<file path="src/rtl/serial_pattern_generator.sv">
// serial_pattern_generator
// Shifts a loaded parallel pattern out MSB-first on X, one bit per enabled
// clock, with a one-cycle valid strobe per new bit, one-shot or continuous
// repeat, and a done pulse at the end of every pass.
module serial_pattern_generator #(
  parameter int WIDTH = 44,
  parameter int CNT_W = 6
) (
  input  logic             clk,
  input  logic             reset,
  input  logic             load,
  input  logic [WIDTH-1:0] pattern,
  input  logic [CNT_W-1:0] len,
  input  logic             start,
  input  logic             en,
  input  logic             rep,
  output logic             X,
  output logic             valid,
  output logic             busy,
  output logic             done,
  output logic [CNT_W-1:0] bit_cnt
);

  typedef enum logic {IDLE, SHIFT} state_t;

  state_t           state;
  logic [WIDTH-1:0] shadow;
  logic [CNT_W-1:0] slen;

  // Requested length clipped to the shadow width.
  logic [CNT_W-1:0] len_sat;
  // Pattern/length a start would use this cycle: a same-cycle load wins.
  logic [WIDTH-1:0] eff_pat;
  logic [CNT_W-1:0] eff_len;

  // Resolve saturation and the load/start bypass.
  always_comb begin
    len_sat = (len > CNT_W'(WIDTH)) ? CNT_W'(WIDTH) : len;
    eff_pat = load ? pattern : shadow;
    eff_len = load ? len_sat : slen;
  end

  // Control FSM; every output is a register. The shadow is only read by
  // index (bit_cnt), so repeat passes need no reload.
  always_ff @(posedge clk or negedge reset) begin
    if (!reset) begin
      state   <= IDLE;
      shadow  <= '0;
      slen    <= '0;
      X       <= 1'b0;
      valid   <= 1'b0;
      busy    <= 1'b0;
      done    <= 1'b0;
      bit_cnt <= '0;
    end else begin
      valid <= 1'b0;
      done  <= 1'b0;
      case (state)
        IDLE: begin
          X       <= 1'b0;
          busy    <= 1'b0;
          bit_cnt <= '0;
          if (load) begin
            shadow <= pattern;
            slen   <= len_sat;
          end
          // First bit goes out immediately, independent of en.
          if (start && (eff_len != '0)) begin
            state   <= SHIFT;
            X       <= eff_pat[eff_len - CNT_W'(1)];
            bit_cnt <= eff_len - CNT_W'(1);
            valid   <= 1'b1;
            busy    <= 1'b1;
          end
        end
        SHIFT: begin
          if (en) begin
            if (bit_cnt != '0) begin
              X       <= shadow[bit_cnt - CNT_W'(1)];
              bit_cnt <= bit_cnt - CNT_W'(1);
              valid   <= 1'b1;
            end else if (rep) begin
              // Wrap straight back to the MSB: no gap bit between passes.
              X       <= shadow[slen - CNT_W'(1)];
              bit_cnt <= slen - CNT_W'(1);
              valid   <= 1'b1;
              done    <= 1'b1;
            end else begin
              state <= IDLE;
              X     <= 1'b0;
              busy  <= 1'b0;
              done  <= 1'b1;
            end
          end
        end
        default: state <= IDLE;
      endcase
    end
  end

endmodule

</file>
<file path="config.mk">
export PLATFORM = sky130hd
export DESIGN_NAME = serial_pattern_generator
export DESIGN_NICKNAME = d
export VERILOG_FILES = /design/src/rtl/serial_pattern_generator.sv
export SDC_FILE = /design/constraint.sdc
export NUM_CORES = 1
export LEC_CHECK = 0
export ABC_AREA = 1
export CORE_MARGIN = 2
export CORE_UTILIZATION = 50
export CTS_BUF_LIST = sky130_fd_sc_hd__clkbuf_8
export CTS_CLUSTER_SIZE = 24
export DETAILED_ROUTE_END_ITERATION = 12
export GPL_ROUTABILITY_DRIVEN = 0
export PLACE_DENSITY = 0.76
export SYNTH_ARGS = -nofsm -noshare
export SYNTH_HDL_FRONTEND = slang
export SYNTH_SLANG_ARGS = --single-unit
</file>
<file path="constraint.sdc">
create_clock -name clk -period 5.5 [get_ports clk]
set_clock_uncertainty 0.1 [all_clocks]
set_input_delay 1.375 -clock clk [delete_from_list [all_inputs] [get_ports clk]]
set_output_delay 1.375 -clock clk [all_outputs]
set_load 0.1 [all_outputs]
</file>
Yosys cells after proc, flatten, opt, wreduce, memory -nomap -nowiden:

Index checks and enable logic that the tools add are counted.

* register bits: 61
* input port bits: 56
* output and inout bits: 10
* logic and storage cells: 58

* add/subtract/negate cells: 3
* $lt $le $gt $ge: 4
* equality and inequality tests: 4
* mux-type cells: 33
* bitwise gates (word level): 1
* reductions and logical operators: 5

Operators with widths (number)
* $mux 44: 1
* $mux 6: 6
* $lt 6x7->1 const B: 3
* $bmux 1 s6: 3
* $mux 1: 18
* $sub 6x1->6 const B: 3
* $pmux 6 s2: 1
* $reduce_bool 6->1: 2
* $pmux 1 s2: 4
* $gt 6x6->1 const B: 1
* $ne 2x2->1 const B: 3
* $ne 3x2->1 const B: 1
* $reduce_and 3->1: 1
* $reduce_and 2->1: 1
* $logic_and 1x1->1: 1
* $not 1->1: 1

Logic depth before layout (Yosys ltp):

* depth after elaboration: 8
* depth in mapped cells: 18
* depth with buffers taken out: 16

Worst setup path after synthesis:

Ideal clock, no wire load.

* path kind: input to register
* from: input port len[2]
* to: register X
* library setup time: 75 ps
* arrival: 3116 ps
* data required time: 5325 ps
* path slack: 2210 ps
* stages on the path: 15
* buffers on the path: 1
* path through: nand2_1 > a21oi_2 > nand2_4 > a21boi_4 > ha_1 > inv_1 > clkbuf_1 > nand3_1 > nand2_1 > nand2_1 > a21oi_1 > nand3_1 > nand2_1 > inv_1 > a21oi_2

* longest elaborated chain between the ends: 8
* elaborated cells on any way between the ends: 10
* classes of those cells: add/sub: 1; order compare: 1; mux: 6; reduce/logical: 2

RTL lines
* start: declaration: line 13 `input logic [CNT_W-1:0] len,`
* $gt 6x6->1: line 38 `len_sat = (len > CNT_W'(WIDTH)) ? CNT_W'(WIDTH) : len;`
* $mux 6 (*): line 38
* $mux 6 (*)
* $sub 6x1->6: line 70 `X <= eff_pat[eff_len - CNT_W'(1)];`
* $bmux 1 s6: line 70
* $mux 1 (implied by the code): line 70
* $mux 1 (*): line 68 `if (start && (eff_len != '0)) begin`
* $pmux 1 s2 (*): line 58 `case (state)`
* end signal: assignment: line 70
* end signal: assignment: line 79 `X <= shadow[bit_cnt - CNT_W'(1)];`
* end signal: assignment: line 84 `X <= shadow[slen - CNT_W'(1)];`
* end: declaration: line 17 `output logic X,`

Every way passes the cells marked *; elsewhere a longest branch is shown, timed or not. The select of a mux whose other input is x is not followed.
A chain may end at the register's enable or synchronous reset.

Final worst setup path:

* from: input port load
* to: register X

* longest elaborated chain between the ends: 6
* elaborated cells on any way between the ends: 9
* classes of those cells: add/sub: 1; mux: 6; reduce/logical: 2

RTL lines
* start: declaration: line 11 `input logic load,`
* $mux 6
* $sub 6x1->6: line 70
* $bmux 1 s6: line 70
* $mux 1 (implied by the code): line 70
* $mux 1 (*): line 68
* $pmux 1 s2 (*): line 58

Marks and branches as above.

==> reports/qor.txt <==
CTS buffer count: 9
placed cells: 876
slowest CP cell: buf_4
Post-synth ARST share: 1.00
CP Max Fanout: 91
Routed WL per cell: 16.1 um
R2R Path Start: bit_cnt[0]
RSZ-0062 raised after global routing: no
Avg Cell Area, Syn: 6.37 um^2
total track usage: 0.295
initial antenna violation count: 0
leading cell types by count after synthesis: 215 x nand2_1, 139 x o21ai_0, 88 x nand3_1
VDD IR max: 282 uV
hold depth: 2
Util after Layout: 0.599
dominant synthesized flop cell: dfrtp_1
fin crit share: 0.697
Max H-tree Level: 3
hold_ws: 0.395 ns
via/cell ratio: 5.85
Slew HR: 0.338
measured slew at the worst slew-check pin: 0.990 ns
Hold Vio Cnt, Final: 0
Synth Warn #: 0
Hold/Removal Path Class: flip-flop to flip-flop
Area contributors post-synth: dfrtp_1 33%, nand2_1 17%, o21ai_0 15%, nand3_1 9.4%, inv_1 5.9%
Post-synth EDFFs: 0
Starting Density: 0.512
CTS tree: built
Pre-antenna DRT Iters: 5
status: finished, final reports clean
# Max-Cap Violations: 0
die area: 10200 um^2
R2R cell count: 18
# hold bufs at CTS: 0
Clock Tree Root: clkbuf_8
Syn Inst Count: 735
dpl hpwl: 9810 um
layout cells sized above 1: 0.0539
fillers: 880
register bit total from synthesis: 61
first-pass GRT wire length: 23400 um
minimum clock period: 3.83 ns
most crowded layer after global routing: met2
Synth top area share: 0.326
placed standard-cell area: 5320 um^2
Startpoint Class: primary input
CP Cell Sequence: buf_2 > buf_4 > nand2_1 > inv_1 > a21boi_4 > ha_1 > inv_1 > nand3_1 > nand2_1 > nand2_1 > nand2_1 > nand2_1 > nand3_1 > nand2_1 > nand2_1 > a21oi_2
CP arrival: 4.03 ns
Slew Limit Fails: 0
Sum Neg Setup Slack: 0 ns
hold path start: slen[1]
via count: 5204
fmax: 261 MHz
Layout Cells excl Fill: 890
Place WS: 1.32 ns
clk_lat worst skew: 0.36 ns
Final Power: 3.42 mW
nets@finish: 836
Clock Tree Buf Depth: 2
Clock Pin Slew Worst Setup and Hold Paths: 0.07 ns
DRC viols: 0
I/O Buffers: 65
grt met2 use: 0.451
cell taking the most area after synthesis: dfrtp_1
Die Y: 101 um
most used cell, CP: nand2_1
vias in the first global route: 4774
count of cell types in the netlist: 38
FP Rows: 35
grt total ovfl: 0
register area share after synthesis: 0.326
# IOs: 66
antenna cells: 0
Worst path max stage delay: 0.59 ns
DRT antenna net count: 0
Setup crit end kind: flip-flop
Post-CTS Setup Bufs: 0
M3 GR Usage: 0.0541
# setup viols final: 0
Hold Path End: slen[1]
top-count cell post-synth: nand2_1
Die X: 101 um
cell area after synthesis: 4680 um^2
Post-Route WL: 14300 um
Layout area overhead: 17.2%
PwrDens: 624 nW/um^2
post-cts resize count: 0
starting DRC count in detailed routing: 403
Leak: 2.53 nW
pin count of the biggest net entering global routing: 94
R2R Setup Slk: 2.01 ns
GRT met1 Usage: 0.412
Critical R2R Capture: X
Syn Nets: 795
CTS Sinks: 61
Worst Path Required: 5.70 ns
Core Area: 9150 um^2
worst setup margin: 1.67 ns
Post-Layout Inst Area: 5490 um^2
WS Path Type: primary input to flip-flop
-- routing by layer --
layer	part of all wire	vias up	wire, um
li1	-	2494	-
met1	0.43	2393	6150
met2	0.45	276	6440
met3	0.089	41	1280
met4	0.030	0	424
met5	0	-	0
-- worst max-delay path: cells and delay by family --
| family | cells | cell delay [ns] |
|---|---|---|
| buffers and inverters | 4 | 1.17 |
| AOI/OAI and AO/OA | 2 | 0.22 |
| and+or+nand+nor | 9 | 0.69 |
| adders and majority gates | 1 | 0.57 |
-- layout make-up --
class | count | area (um^2) | area share
clock buffers | 11 | 151 | 0.0276
clock inverters | 3 | 13.8 | 0.00251
inverters | 77 | 289 | 0.0527
multi-input cells | 554 | 2670 | 0.486
flip-flops and latches | 61 | 1530 | 0.278
well taps | 111 | 139 | 0.0253
repair buffers | 73 | 701 | 0.128
-- registers in the layout, summed over array words and instances, names as in the netlist --
signal,cells
bit_cnt,6
busy,1
done,1
shadow,44
valid,1
state,1
X,1
slen,6
-- placed cells by master (no fill, tap or decap), types with 2 or more instances in the layout --
cell / netlist / final
xor2_1: 6 / 6
dfrtp_1: 61 / 61
nand2_1: 215 / 215
buf_4: 2 / 8
clkbuf_8: 0 / 11
a21oi_2: 3 / 3
nand4_1: 3 / 3
nor3_1: 2 / 2
a31oi_1: 3 / 3
nand2_4: 3 / 3
nor2_2: 2 / 2
o211ai_1: 5 / 5
clkdlybuf4s50_1: 0 / 63
clkinv_2: 0 / 2
o21ai_0: 139 / 139
nor2_1: 19 / 19
mux2i_1: 2 / 2
xnor2_1: 2 / 2
nand3_1: 88 / 88
ha_1: 4 / 4
inv_1: 74 / 74
inv_2: 2 / 3
nand2_2: 2 / 2
a21oi_1: 44 / 44
buf_2: 13 / 2
o21a_1: 2 / 2
-- power by group --
| group | internal (mW) | switching (mW) |
|---|---|---|
| clock | 0.180 | 0.187 |
| sequential | 0.649 | 0.155 |
| combinational | 0.677 | 1.57 |
| total | 1.51 | 1.91 |
-- worst max path at each step --
stage / to / cells past startpoint / slack [ns] / start
after floorplan: X / 15 / 2.21 / len[2]
after global placement: X / 16 / 1.42 / load
after detailed placement: X / 16 / 1.32 / load
after CTS: X / 16 / 1.69 / load
after global routing: X / 16 / 1.29 / load
final: X / 16 / 1.67 / load
-- logic make-up after synthesis --
family                   after synthesis  synth area share
AO/OA/AOI/OAI                        203             0.232
XOR/XNOR                               9            0.0184
adder cells (fa/ha/maj)                4            0.0107
buffers and inverters                120             0.105
flip-flops                            61             0.326
multiplexers                           2           0.00427
AND/OR/NAND/NOR                      336             0.304
(Power assumes the default switching activity.)
